===== src/rtl/seg7_pkg.sv =====
// Shared constants for the seven-segment scan driver: active-low glyphs,
// blank pattern and all-anodes-off value.
package seg7_pkg;

    localparam logic [6:0] GLYPH_0 = 7'h40;
    localparam logic [6:0] GLYPH_1 = 7'h79;
    localparam logic [6:0] GLYPH_2 = 7'h24;
    localparam logic [6:0] GLYPH_3 = 7'h30;
    localparam logic [6:0] GLYPH_4 = 7'h19;
    localparam logic [6:0] GLYPH_5 = 7'h12;
    localparam logic [6:0] GLYPH_6 = 7'h02;
    localparam logic [6:0] GLYPH_7 = 7'h78;
    localparam logic [6:0] GLYPH_8 = 7'h00;
    localparam logic [6:0] GLYPH_9 = 7'h10;
    localparam logic [6:0] GLYPH_A = 7'h08;
    localparam logic [6:0] GLYPH_B = 7'h03;
    localparam logic [6:0] GLYPH_C = 7'h46;
    localparam logic [6:0] GLYPH_D = 7'h21;
    localparam logic [6:0] GLYPH_E = 7'h06;
    localparam logic [6:0] GLYPH_F = 7'h0E;

    localparam logic [6:0] SEG_BLANK = 7'h7F;
    localparam logic [7:0] AN_OFF    = 8'hFF;

endpackage


===== src/rtl/hex7seg.sv =====
// Combinational nibble-to-glyph decoder; segments are active-low,
// glyph[0]=a .. glyph[6]=g.
module hex7seg
    import seg7_pkg::*;
(
    input  logic [3:0] nibble,
    output logic [6:0] glyph
);

    always_comb begin
        glyph = SEG_BLANK;
        case (nibble)
            4'h0: glyph = GLYPH_0;
            4'h1: glyph = GLYPH_1;
            4'h2: glyph = GLYPH_2;
            4'h3: glyph = GLYPH_3;
            4'h4: glyph = GLYPH_4;
            4'h5: glyph = GLYPH_5;
            4'h6: glyph = GLYPH_6;
            4'h7: glyph = GLYPH_7;
            4'h8: glyph = GLYPH_8;
            4'h9: glyph = GLYPH_9;
            4'hA: glyph = GLYPH_A;
            4'hB: glyph = GLYPH_B;
            4'hC: glyph = GLYPH_C;
            4'hD: glyph = GLYPH_D;
            4'hE: glyph = GLYPH_E;
            4'hF: glyph = GLYPH_F;
            default: glyph = SEG_BLANK;
        endcase
    end

endmodule


===== src/rtl/seg7_scan.sv =====
// Multiplexed common-anode seven-segment scanner with per-frame input capture
// and inter-digit blanking. Define SEG7_LZ_SUPPRESS_EN for leading-zero blanking.
module seg7_scan
    import seg7_pkg::*;
#(
    parameter int DIGITS = 8,
    parameter int DWELL  = 100000,
    parameter int BLANK  = 1000
) (
    input  logic        clk,
    input  logic        rst,
    input  logic [31:0] value,
    input  logic [7:0]  dp,
    input  logic [7:0]  digit_en,
    output logic [7:0]  an,
    output logic [6:0]  seg,
    output logic        dp_n,
    output logic        frame_tick
);

    localparam int              CNT_W     = $clog2(DWELL);
    localparam logic [CNT_W-1:0] CNT_LAST  = CNT_W'(DWELL - 1);
    localparam logic [CNT_W-1:0] CNT_BLANK = CNT_W'(BLANK);
    localparam logic [2:0]       IDX_LAST  = 3'(DIGITS - 1);

    logic [CNT_W-1:0] cnt_reg, cnt_next;
    logic [2:0]       idx_reg, idx_next;
    logic [31:0]      value_sh_reg;
    logic [7:0]       dp_sh_reg, en_sh_reg;
    logic [7:0]       an_reg, an_next;
    logic [6:0]       seg_reg, seg_next;
    logic             dp_n_reg, dp_n_next;
    logic             tick_reg;

    logic             frame_start;
    logic [31:0]      value_cur;
    logic [7:0]       dp_cur, en_cur;
    logic [3:0]       nib [8];
    logic [7:0]       show_mask;
    logic [6:0]       glyph;
    logic             an_on;

    assign frame_start = (cnt_reg == '0) && (idx_reg == 3'd0);

    // The frame-start cycle already drives slot 0 from the freshly captured
    // inputs, so the first output of each frame belongs to the new frame.
    assign value_cur = frame_start ? value    : value_sh_reg;
    assign dp_cur    = frame_start ? dp       : dp_sh_reg;
    assign en_cur    = frame_start ? digit_en : en_sh_reg;

    generate
        for (genvar gi = 0; gi < 8; gi++) begin : g_nib
            assign nib[gi] = value_cur[4*gi +: 4];
        end
    endgenerate

`ifdef SEG7_LZ_SUPPRESS_EN
    // Scan from the top digit down; a digit is shown once any nonzero nibble
    // or decimal point has been seen at or above it. Digit 0 always shows.
    always_comb begin
        logic seen;
        seen      = 1'b0;
        show_mask = '0;
        for (int i = DIGITS - 1; i >= 0; i--) begin
            seen         = seen | (nib[i] != 4'h0) | dp_cur[i] | (i == 0);
            show_mask[i] = seen;
        end
    end
`else
    assign show_mask = 8'hFF;
`endif

    hex7seg u_hex7seg (
        .nibble (nib[idx_reg]),
        .glyph  (glyph)
    );

    always_comb begin
        cnt_next  = cnt_reg + 1'b1;
        idx_next  = idx_reg;
        an_next   = AN_OFF;
        an_on     = (cnt_reg >= CNT_BLANK) && en_cur[idx_reg];
        seg_next  = show_mask[idx_reg] ? glyph : SEG_BLANK;
        dp_n_next = ~(an_on & dp_cur[idx_reg]);
        if (an_on) begin
            an_next[idx_reg] = 1'b0;
        end
        if (cnt_reg == CNT_LAST) begin
            cnt_next = '0;
            idx_next = (idx_reg == IDX_LAST) ? 3'd0 : idx_reg + 3'd1;
        end
    end

    always_ff @(posedge clk) begin
        if (rst) begin
            cnt_reg      <= '0;
            idx_reg      <= 3'd0;
            value_sh_reg <= '0;
            dp_sh_reg    <= '0;
            en_sh_reg    <= '0;
            an_reg       <= AN_OFF;
            seg_reg      <= SEG_BLANK;
            dp_n_reg     <= 1'b1;
            tick_reg     <= 1'b0;
        end else begin
            cnt_reg  <= cnt_next;
            idx_reg  <= idx_next;
            an_reg   <= an_next;
            seg_reg  <= seg_next;
            dp_n_reg <= dp_n_next;
            tick_reg <= frame_start;
            if (frame_start) begin
                value_sh_reg <= value;
                dp_sh_reg    <= dp;
                en_sh_reg    <= digit_en;
            end
        end
    end

    assign an         = an_reg;
    assign seg        = seg_reg;
    assign dp_n       = dp_n_reg;
    assign frame_tick = tick_reg;

endmodule


===== config.mk =====
export PLATFORM = sky130hd
export DESIGN_NAME = seg7_scan
export DESIGN_NICKNAME = d
export VERILOG_FILES = /design/src/rtl/seg7_pkg.sv /design/src/rtl/hex7seg.sv /design/src/rtl/seg7_scan.sv
export SDC_FILE = /design/constraint.sdc
export NUM_CORES = 1
export LEC_CHECK = 0
export ABC_CLOCK_PERIOD_IN_PS = 4700
export BUFFER_PORTS_ARGS = -buffer_cell sky130_fd_sc_hd__buf_2
export CORE_MARGIN = 2
export CORE_UTILIZATION = 56
export DETAILED_ROUTE_END_ITERATION = 12
export PLACE_DENSITY = 0.87
export SYNTH_ARGS = -nofsm -noshare
export SYNTH_HDL_FRONTEND = slang
export SYNTH_HIERARCHICAL = 1
export SYNTH_SLANG_ARGS = --single-unit

===== constraint.sdc =====
create_clock -name clk -period 4.7 [get_ports clk]
set_input_delay 0.94 -clock clk [delete_from_list [all_inputs] [get_ports clk]]
set_output_delay 0.94 -clock clk [all_outputs]
set_load 0.02 [all_outputs]

# Word-level counts from Yosys, hierarchy flattened
# Memories as Yosys holds them, arrays and structs flattened. A register that Yosys moved wholly into a read port is not among the register bits.
# Cells that the tools add are included.
[classes]
n_eq_ne = 2
n_bitwise = 6
shifts = 0
multipliers = 0
div = 0
n_reduce_logical = 8
add_sub_neg = 2
muxes = 16
magnitude_cmp = 4
[op_table]
columns = ["operator", "count"]
rows = [
  ["32-bit 2-to-1 mux", 1],
  ["17-bit by 1-bit adder with 17-bit output, second input constant", 1],
  ["17-bit equality test, second input constant", 1],
  ["17-bit by 10-bit greater-or-equal comparator with 1-bit output, second input constant", 1],
  ["17-bit logical NOT", 1],
  ["8-bit 2-to-1 mux", 2],
  ["4-bit binary-select mux with 3-bit select", 1],
  ["3-bit 2-to-1 mux", 3],
  ["4-bit 2-to-1 mux", 2],
  ["8-bit inverter", 1],
  ["1-bit binary-select mux with 3-bit select", 2],
  ["2-bit OR reduction", 3],
  ["4-bit greater-or-equal comparator, second input constant", 1],
  ["3-bit by 4-bit less-than comparator with 1-bit output, second input constant", 1],
  ["1-bit 2-to-1 mux", 4],
  ["3-bit inverter with 4-bit output", 1],
  ["3-bit by 1-bit adder with 3-bit output, second input constant", 1],
  ["1-bit demux with 3-bit select", 1],
  ["3-bit equality test, second input constant", 1],
  ["3-bit by 1-bit greater-or-equal comparator with 1-bit output, second input constant", 1],
  ["1-bit logical AND", 3],
  ["3-bit logical NOT", 1],
  ["1-bit inverter", 3],
  ["1-bit bitwise AND", 1],
]
[totals]
latchBits = 0
mem_bits_rw = 0
memories = 2
register_bits = 78
rom_bits = 120
[mem_list]
columns = ["memory", "words", "word_bits", "read_ports", "rd_clocked_by_memory_dff", "write_ports", "line_no", "source"]
rows = [
  ["(name not given)", 16, 7, 1, 1, 0, "hex7seg.sv:12", "case (nibble)"],
  ["(name not given)", 8, 1, 1, 1, 0, "seg7_scan.sv:83", "seg_next = show_mask[idx_reg] ? glyph : SEG_BLANK;"],
]

# Depth between registers and ports, before layout
# Gate-level depths: netlist of the first run.
[logic_depth]
depth_word = 8
ltp_mapped = 16
ltp_nobuf = 14

# By module
# The synthesis of the first run kept the hierarchy.
[by_module_without_submodules]
columns = ["module", "area_per_inst_um2", "n_inst", "cells_per_inst", "seq_area_each_um2"]
rows = [
  ["seg7_scan", 3693.5, 1, 419, 1701.6],
  ["hex7seg", 274.0, 1, 33, 0.0],
]

# Least setup slack after synthesis of the first run
# Ideal clock, no wire load.
[synth_path]
path_kind = "reg-to-reg"
start = "register idx_reg[1]"
end = "register seg_reg[3] (netlist: seg[3])"
path_stages_with_launch = 16
required_time_ps = 4577
setup_time_ps = 123
path_slack_ps = 651
arrival_ps = 3925
path_buffers = 2
period_less_slack_ps = 4049
cell_sequence = "dfxtp_1 > clkinv_1 > clkbuf_1 > ha_1 > nand4bb_1 > nor3_4 > nand2_2 > buf_6 > mux2i_1 > mux4_2 > a21oi_1 > inv_1 > ha_1 > inv_1 > mux4_1 > or2_2"
[synth_between]
elab_chain_len = 6
elab_cells_between_ends = 7
classes_between = "mux: 4; bitwise: 1; reduce/logical: 2"
[synth_lines]
columns = ["element", "line_no", "source"]
rows = [
  ["start: declaration", "seg7_scan.sv:27", "logic [2:0] idx_reg, idx_next;"],
  ["start signal: assignment", "seg7_scan.sv:107", "idx_reg <= idx_next;"],
  ["3-bit logical NOT", "seg7_scan.sv:43", "assign frame_start = (cnt_reg == '0) && (idx_reg == 3'd0);"],
  ["1-bit logical AND", "seg7_scan.sv:43", ""],
  ["32-bit 2-to-1 mux", "--", ""],
  ["4-bit binary-select mux with 3-bit select *", "seg7_scan.sv:74", ".nibble (nib[idx_reg]),"],
  ["4-bit 2-to-1 mux (implied by the code) * (2 in a row)", "seg7_scan.sv:74", ""],
  ["end: declaration", "seg7_scan.sv:31", "logic [6:0] seg_reg, seg_next;"],
]
# Every way passes the cells marked *; elsewhere a longest branch is shown, timed or not. The select of a mux whose other input is x is not followed.
# A chain may end at the register's enable or synchronous reset.

# Worst setup path in the final report of the first run
[layout_path]
start = "register idx_reg[0]"
end = "register seg_reg[3] (netlist: seg[3])"
# The elaborated chain is that of the path after synthesis.

==> flow_metrics.env, run 1 <==
export IMPL_status="finished clean"
export IMPL_pwr_share_comb=0.191
export IMPL_hold_buffers=0
export IMPL_clockBufferDepth=2
export IMPL_slew_viol_final=0
export IMPL_routed_wl_mm=8.58
export IMPL_cp_arrival_ps=4440
export IMPL_grt_max_degree=39
export IMPL_numCtsBuffers=9
export IMPL_layout_drive_gt1_share=0.233
export IMPL_period_needed_ps=4180
export IMPL_critPathKind="register to register"
export IMPL_wl_per_cell_um=14.1
export IMPL_netlist_area_sq_mm=0.00397
export IMPL_io_buffers=66
export IMPL_synth_edf_count=0
export IMPL_yosysSeqAreaShare=0.429
export IMPL_die_x_um=88.2
export IMPL_num_vias=3325
export IMPL_power_per_cell_area_mw_per_mm2=355
export IMPL_synth_ff_type="dfxtp_1"
export IMPL_antenna_found_initial=0
export IMPL_overflow=0
export IMPL_yosys_warnings=6
export IMPL_grt_pass1_vias=3171
export IMPL_drt_iter0_drc=282
export IMPL_post_cts_resize_count=0
export IMPL_cts_htree_levels=3
export IMPL_fp_dieH_um=88.2
export IMPL_fmax_mhz=239
export IMPL_irDropWorstVdd_mv=0.195
export IMPL_fin_skew_ps=9.47
export IMPL_synthArstFlopShare=0
export IMPL_cts_root_buffer="clkbuf_8"
export IMPL_busiest_layer="met2"
export IMPL_p_leak_nw=1.90
export IMPL_ys_types=52
export IMPL_start_util=0.581
export IMPL_pwr_share_seq=0.493
export IMPL_swShare=0.282
export IMPL_drc=0
export IMPL_report_final_setup_viol=0
export IMPL_detail_route_first_pass_iterations=4
export IMPL_clkTransAtPathRegs_ps=90
export IMPL_fin_setup_tns_ps=0
export IMPL_worst_pin_slew_ps=824
export IMPL_largest_reg_flops=32
export IMPL_cts_tree="built"
export IMPL_power_frac_clock=0.316
export IMPL_synth_most_common_cell="nand2_1"
export IMPL_finalNetCount=571
export IMPL_ios=67
export IMPL_grtUsageTotal=0.236
export IMPL_postRouteAntennaNets=0
export IMPL_syn_nets=514
export IMPL_num_rows=30
export IMPL_hp_class="register to register"
export IMPL_synth_area_per_cell_sq_um=8.78
export IMPL_grt_pass1_wl_mm=14.3
export IMPL_cts_sinks=85
export IMPL_synthCells=452
export IMPL_synthTopCellsByCount="94 x nand2_1, 85 x dfxtp_1, 45 x a21oi_1"
export IMPL_synth_seq_cells=85
export IMPL_worstSetupEndpointType="register"
export IMPL_min_period_over_period=0.890
export IMPL_gp_congestion=0.889
export IMPL_post_cts_buffers=0
export IMPL_drv_cap=0
export IMPL_p_sw_uw=456
export IMPL_hold_viol_final=0
export IMPL_grt_met3_usage=0.0584
export IMPL_p_int_mw=1.16
export IMPL_worstPathMaxFanout=16
export IMPL_crit_required_ps=4960
export IMPL_clk_latency_ps=360
export IMPL_worstSetupStartpointType="register"
export IMPL_synth_top_area_frac=0.429
export IMPL_die_area_sq_mm=0.00777
export IMPL_use_met1=0.300
export IMPL_synthTopCellsByArea="dfxtp_1 43%, nand2_1 8.9%, a21oi_1 5.7%"
export IMPL_avgViaCountPerCell=5.45
export IMPL_core_sq_mm=0.00683
export IMPL_dp_hpwl_mm=6.13
export IMPL_syn_to_final_growth_pct=14.5
export IMPL_rsz0062_at_grt="false"
export IMPL_gr_usage_met2=0.397
export IMPL_diodes=0
export IMPL_yosysTopAreaCell="dfxtp_1"
export IMPL_slew_headroom=0.445
export IMPL_total_power_mw=1.61
## cell type report
cell class              count  area (sq um)
repair buffers             74           390
clock inverters             5          60.1
flip-flops and latches     85          1700
inverters                  14          52.6
clock buffers              11           131
multi-input cells         325          2090
well taps                  96           120
fillers                   564          2290
## layer usage
| layer | wire length, um | up-vias |
|---|---|---|
| li1 | - | 1664 |
| met1 | 3690 | 1552 |
| met2 | 4270 | 95 |
| met3 | 494 | 14 |
| met4 | 124 | 0 |
| met5 | 0 | - |
## logic make-up after synthesis
kind of cell,after synthesis,synth area share
flip-flops,85,0.429
buffers and inverters,42,0.0451
adder cells (fa/ha/maj),12,0.0378
multiplexers,31,0.117
XOR/XNOR,14,0.0309
AO/OA/AOI/OAI,75,0.117
AND/OR/NAND/NOR,193,0.223
## critical path: stages (launching register included)
cell,delay (ps)
dfxtp_1,700
clkinv_1,190
ha_1,240
nand4bb_1,220
nor3_4,110
nand2_2,260
mux2i_1,160
mux4_2,470
a21oi_1,430
inv_1,190
ha_1,330
inv_1,50
mux4_1,460
or2_2,270
## cell usage in the layout, fill, tap and decap left out, drive strengths merged, types with 6 or more instances in the layout
cell type	instances
nand4	7
ha	12
mux4	11
or2	9
mux2i	12
a21oi	45
buf	74
clkbuf	11
nor2	39
mux2	8
nor2b	6
inv	13
nand2	95
dfxtp	85
xor2	9
nand3	15
## metrics by stage
| stage | hold slack (ps) | cell area (sq um) | std cells | util | setup WS, ps |
|---|---|---|---|---|---|
| after global routing | 474 | 4540 | 610 | 0.665 | 136 |
| final | 453 | 4540 | 610 | 0.665 | 518 |
| after global placement | 434 | 4350 | 594 | 0.637 | 732 |
| after detailed placement | 445 | 4350 | 594 | 0.637 | 521 |
| after CTS | 456 | 4540 | 610 | 0.665 | 520 |
| after floorplan | 427 | 3970 | 452 | - | 651 |
## path summary, 6_finish.rpt
path | cells past startpoint | from | end | slack (ps)
setup / recovery | 13 | idx_reg[0] | seg[3] | 520
hold / removal | 2 | en_sh_reg[2] | en_sh_reg[2] | 450
setup reg to reg | 13 | idx_reg[0] | seg[3] | 520
hold reg to reg | 2 | en_sh_reg[2] | en_sh_reg[2] | 450
## power by group through the flow
stage,clock (mW),sequential [mW],combinational (mW)
3_3_place_gp,0,0.810,0.297
3_5_place_dp,0,0.812,0.307
4_1_cts,0.515,0.796,0.308
6_report,0.510,0.796,0.309
2_1_floorplan,0,0.821,0.222
5_1_grt,0.547,0.802,0.343
Note: power is estimated with default switching activity, not from simulation.
==> run 2, diff against run 1 <==
CORE_ASPECT_RATIO = 0.9   (was unset)
==> run 2 against run 1 <==
Die area is essentially flat. Hold slack lost 3.1 ps. Sequential power is essentially flat. Global-route usage grew 0.24 points. First-iteration DRC count shrank 17%. Wire length grew 4.7%. Setup slack lost 63 ps. Register-to-register slack lost 60 ps.
==> flow_metrics.env, run 2 (same netlist as run 1, synthesis figures left out) <==
export IMPL_status="finished clean"
export IMPL_cts_root_buffer="clkbuf_8"
export IMPL_rrSetupSlack_ps=450
export IMPL_irDropWorstVdd_mv=0.185
export IMPL_worst_path_buf_inv=3
export IMPL_fmax_mhz=236
export IMPL_grt_pass1_wl_mm=14.6
export IMPL_hold_ws_ps=450
export IMPL_cts_tree="built"
export IMPL_dp_hpwl_mm=6.50
export IMPL_dp_cells=590
export IMPL_routed_top_layer="met4"
export IMPL_layout_drive_gt1_share=0.236
export IMPL_fin_setup_tns_ps=0
export IMPL_numCtsBuffers=9
export IMPL_finalNetCount=570
export IMPL_largest_reg_flops=32
export IMPL_utilization=0.648
export IMPL_register_area_sq_mm=0.00170
export IMPL_clkTransAtPathRegs_ps=90
export IMPL_post_cts_buffers=0
export IMPL_worst_pin_slew_ps=1070
export IMPL_overflow=0
export IMPL_place_area_sq_mm=0.00434
export IMPL_routed_wl_mm=8.99
export IMPL_cp_slowest_cell="mux4_2"
export IMPL_whs_path_depth=2
export IMPL_syn_to_final_growth_pct=13.8
export IMPL_clk_latency_ps=360
export IMPL_worstPathMaxFanout=15
export IMPL_io_buffers=66
export IMPL_hold_viol_final=0
export IMPL_ios=67
export IMPL_fp_dieH_um=83.9
export IMPL_worstSetupStartpointType="register"
export IMPL_start_util=0.570
export IMPL_critPathKind="register to register"
export IMPL_power_frac_clock=0.294
export IMPL_final_cells=606
export IMPL_route_met3_wl_um=614
export IMPL_total_power_mw=1.57
export IMPL_timing_rr_start="idx_reg[1]"
export IMPL_hold_start="dp_sh_reg[7]"
export IMPL_cpPeakStageDelay_ps=480
export IMPL_design_area_sq_mm=0.00451
export IMPL_hold_buffers=0
export IMPL_cts_sinks=85
export IMPL_grtUsageTotal=0.239
export IMPL_drt_iter0_drc=235
export IMPL_clockBufferDepth=2
export IMPL_fin_ws_ps=455
export IMPL_min_period_over_period=0.903
export IMPL_hold_end="dp_sh_reg[7]"
export IMPL_slew_headroom=0.289
export IMPL_gp_congestion=0.970
export IMPL_drv_cap=0
export IMPL_power_per_cell_area_mw_per_mm2=348
export IMPL_p_int_mw=1.10
export IMPL_detail_route_first_pass_iterations=5
export IMPL_fin_skew_ps=15.3
export IMPL_avgViaCountPerCell=5.65
export IMPL_multi_input_area_sq_mm=0.00209
export IMPL_num_rows=29
export IMPL_swShare=0.297
export IMPL_period_needed_ps=4250
export IMPL_postRouteAntennaNets=0
export IMPL_final_common_cell="nand2_1"
export IMPL_num_vias=3422
export IMPL_m1WireLength_mm=3.64
export IMPL_crit_required_ps=4960
export IMPL_die_x_um=92.7
export IMPL_drc=0
export IMPL_cts_htree_levels=3
export IMPL_r2r_cells=13
export IMPL_diodes=0
export IMPL_pre_cts_ws_ps=488
export IMPL_worstSetupEndpointType="register"
export IMPL_report_final_setup_viol=0
export IMPL_wl_met2_mm=4.44
export IMPL_wl_per_cell_um=14.8
export IMPL_slew_viol_final=0
export IMPL_cp_cell_sequence="clkinv_1, ha_1, nand4bb_1, nor3_4, nand2_2, mux2i_1, mux4_2, a21oi_1, inv_1, ha_1, inv_1, mux4_1, or2_2"
export IMPL_core_sq_mm=0.00697
export IMPL_pwr_share_seq=0.508
export IMPL_p_leak_nw=1.88
export IMPL_post_cts_resize_count=0
export IMPL_rsz0062_at_grt="false"
export IMPL_cp_arrival_ps=4500
export IMPL_antenna_found_initial=0
export IMPL_pwr_share_comb=0.198
export IMPL_grt_pass1_vias=3217
export IMPL_hp_class="register to register"
export IMPL_crit_family="simple AND/OR/NAND/NOR gates"
export IMPL_die_area_sq_mm=0.00778
export IMPL_r2r_end="seg[3]"
export IMPL_final_cell_mix="94 x nand2_1, 85 x dfxtp_1, 66 x buf_2, 45 x a21oi_1, 38 x nor2_1"
export IMPL_fillers=593
export IMPL_p_sw_uw=465
export IMPL_grt_max_degree=63
==> run 2: changes by cell type in the layout (fill, tap and decap cells not counted), sizes merged <==
cell      change
bufinv        -1
buf           -1
inv           +1
clkinvlp      +2
clkbuf        -2
==> run 2: worst reg2reg max path, cell delays in order (launching register included) <==
cell,delay (ps)
dfxtp_1,470
clkinv_1,120
ha_1,150
nand4bb_1,240
nor3_4,360
nand2_2,310
mux2i_1,230
mux4_2,480
a21oi_1,450
inv_1,210
ha_1,340
inv_1,50
mux4_1,460
or2_2,280
==> run 2: how the worst max path moves through the flow <==
stage | slack (ps) | cells past startpoint | startpoint | endpoint
finish | 450 | 13 | idx_reg[1] | seg[3]
floorplan | 650 | 15 | idx_reg[1] | seg[3]
detailed placement | 490 | 13 | idx_reg[1] | seg[3]
CTS | 480 | 13 | idx_reg[1] | seg[3]
global route | 200 | 13 | idx_reg[1] | seg[3]
global placement | 730 | 13 | idx_reg[1] | seg[3]
==> run 2: cell type report <==
| type | count | area share |
|---|---|---|
| Tap cell | 93 | 0.0258 |
| Multi-Input combinational cell | 325 | 0.462 |
| Clock inverter | 7 | 0.0111 |
| Timing Repair Buffer | 73 | 0.0848 |
| Inverter | 14 | 0.0116 |
| Sequential cell | 85 | 0.377 |
| Clock buffer | 9 | 0.0274 |
==> run 2: power groups by stage <==
stage,clock [mW],combinational (mW),sequential [mW]
after detailed placement,0,0.309,0.813
after global placement,0,0.295,0.809
after global routing,0.505,0.341,0.802
final,0.461,0.311,0.796
after CTS,0.470,0.310,0.796
after floorplan,0,0.222,0.821
==> run 2: routing by layer <==
| metal | global-route usage | vias to the layer above |
|---|---|---|
| met3 | 0.0614 | 31 |
| met1 | 0.290 | 1577 |
| met5 | 0 | - |
| li1 | - | 1668 |
| met2 | 0.399 | 146 |
| met4 | 0.104 | 0 |
==> run 3, diff against run 2 <==
ABC_CLOCK_PERIOD_IN_PS = 4600   (was 4700)
clock period = 4.6 ns   (was 4.7 ns; I/O delays follow)
==> run 3 against run 2 <==
Clock power rose by 12%. First-iteration DRC count grew 17%. Clock skew is 7.8 ps lower. Non-clock buffer count up 2. Register-to-register slack gained 60 ps. Flip-flop and latch count unchanged. Largest cell class unchanged. Largest power group unchanged.
==> flow_metrics.env, run 3 (same netlist as run 1, synthesis figures left out) <==
export IMPL_cp_arrival_ps=4330
export IMPL_routed_wl_mm=8.96
export IMPL_cts_tree="built"
export IMPL_critPathKind="register to register"
export IMPL_utilization=0.653
export IMPL_num_vias=3395
export IMPL_worstSetupEndpointType="register"
export IMPL_finalNetCount=572
export IMPL_overflow=0
export IMPL_slew_viol_final=0
export IMPL_fin_skew_ps=7.48
export IMPL_pwr_share_comb=0.193
export IMPL_wl_met2_mm=4.42
export IMPL_report_final_setup_viol=0
export IMPL_post_cts_buffers=0
export IMPL_ios=67
export IMPL_min_period_over_period=0.889
export IMPL_grt_pass1_vias=3227
export IMPL_postRouteAntennaNets=0
export IMPL_swShare=0.275
export IMPL_final_cell_mix="94 x nand2_1, 85 x dfxtp_1, 66 x buf_2, 45 x a21oi_1, 38 x nor2_1"
export IMPL_power_frac_clock=0.314
export IMPL_detail_route_first_pass_iterations=5
export IMPL_status="finished clean"
export IMPL_hp_class="register to register"
export IMPL_worstPathMaxFanout=13
export IMPL_register_area_sq_mm=0.00170
export IMPL_p_sw_uw=452
export IMPL_path_common_cell="inv_1"
export IMPL_worst_pin_slew_ps=1070
export IMPL_period_needed_ps=4090
export IMPL_cp_slowest_cell="or4_4"
export IMPL_cp_cell_sequence="or4_4, nor3_4, nand2_2, mux2i_1, mux4_2, a21oi_1, inv_1, ha_1, inv_1, mux4_1, or2_2"
export IMPL_grt_max_degree=63
export IMPL_clockBufferDepth=2
export IMPL_numCtsBuffers=9
export IMPL_p_leak_nw=1.91
export IMPL_fin_setup_tns_ps=0
export IMPL_die_area_sq_mm=0.00778
export IMPL_final_common_cell="nand2_1"
export IMPL_core_sq_mm=0.00697
export IMPL_drc=0
export IMPL_cpPeakStageDelay_ps=540
export IMPL_slew_headroom=0.283
export IMPL_diodes=0
export IMPL_die_x_um=92.7
export IMPL_avgViaCountPerCell=5.58
export IMPL_antenna_found_initial=0
export IMPL_multi_input_area_sq_mm=0.00209
export IMPL_cts_htree_levels=3
export IMPL_clk_latency_ps=350
export IMPL_crit_required_ps=4840
export IMPL_cts_root_buffer="clkbuf_8"
export IMPL_crit_family="simple AND/OR/NAND/NOR gates"
export IMPL_dp_hpwl_mm=6.27
export IMPL_io_buffers=66
export IMPL_gp_congestion=0.844
export IMPL_fp_dieH_um=83.9
export IMPL_largest_reg_flops=32
export IMPL_m1WireLength_mm=3.66
export IMPL_power_per_cell_area_mw_per_mm2=362
export IMPL_fmax_mhz=245
export IMPL_grt_pass1_wl_mm=14.9
export IMPL_worst_path_buf_inv=2
export IMPL_rsz0062_at_grt="false"
export IMPL_clkTransAtPathRegs_ps=80
export IMPL_drt_iter0_drc=274
export IMPL_route_met3_wl_um=678
export IMPL_wl_per_cell_um=14.7
export IMPL_syn_to_final_growth_pct=14.6
export IMPL_fillers=560
export IMPL_grtUsageTotal=0.238
export IMPL_drv_cap=0
export IMPL_hold_ws_ps=452
export IMPL_start_util=0.570
export IMPL_p_int_mw=1.20
export IMPL_routed_top_layer="met4"
export IMPL_num_rows=29
export IMPL_hold_buffers=0
export IMPL_post_cts_resize_count=0
export IMPL_cts_sinks=85
export IMPL_layout_drive_gt1_share=0.235
export IMPL_hold_viol_final=0
export IMPL_irDropWorstVdd_mv=0.184
export IMPL_worstSetupStartpointType="register"
export IMPL_pwr_share_seq=0.493
run 3: power by group through the flow:
stage	Clock, mW	Combinational, mW	Sequential, mW
finish	0.517	0.317	0.813
global placement	0	0.303	0.826
global route	0.558	0.350	0.818
floorplan	0	0.227	0.839
CTS	0.527	0.316	0.812
detailed placement	0	0.314	0.830
run 3: path summary, 6_finish.rpt:
check                                   from           end  slack [ps]  cells past startpoint
worst max-delay path              cnt_reg[7]        seg[3]         510                     11
worst max register to register    cnt_reg[7]        seg[3]         510                     11
worst min register to register  dp_sh_reg[6]  dp_sh_reg[6]         450                      2
worst min-delay path            dp_sh_reg[6]  dp_sh_reg[6]         450                      2
run 3: layer usage:
metal  vias to the layer above  track usage
met5                         -            0
met4                         0       0.0816
met3                        17       0.0723
met2                       131        0.400
met1                      1582        0.292
li1                       1665            -
run 3: area by class of cell:
type                    instances  area share
multi-input cells             325       0.459
flip-flops and latches         85       0.374
repair buffers                 75      0.0875
clock buffers                  12      0.0319
well taps                      93      0.0256
inverters                      14      0.0116
clock inverters                 4      0.0105
run 3: through the flow:
stage / setup WS [ps] / instance area, sq um / total power, mW / instances
final: 512 / 4550 / 1.65 / 608
after CTS: 523 / 4550 / 1.65 / 608
after global routing: 247 / 4550 / 1.73 / 608
after detailed placement: 547 / 4360 / 1.14 / 592
after global placement: 722 / 4360 / 1.13 / 592
after floorplan: 551 / 3970 / 1.07 / 452
run 3: worst min-delay path, cell delays in order (launching register included):
cell,delay (ps)
dfxtp_1,310
nand2_1,50
a21oi_1,50
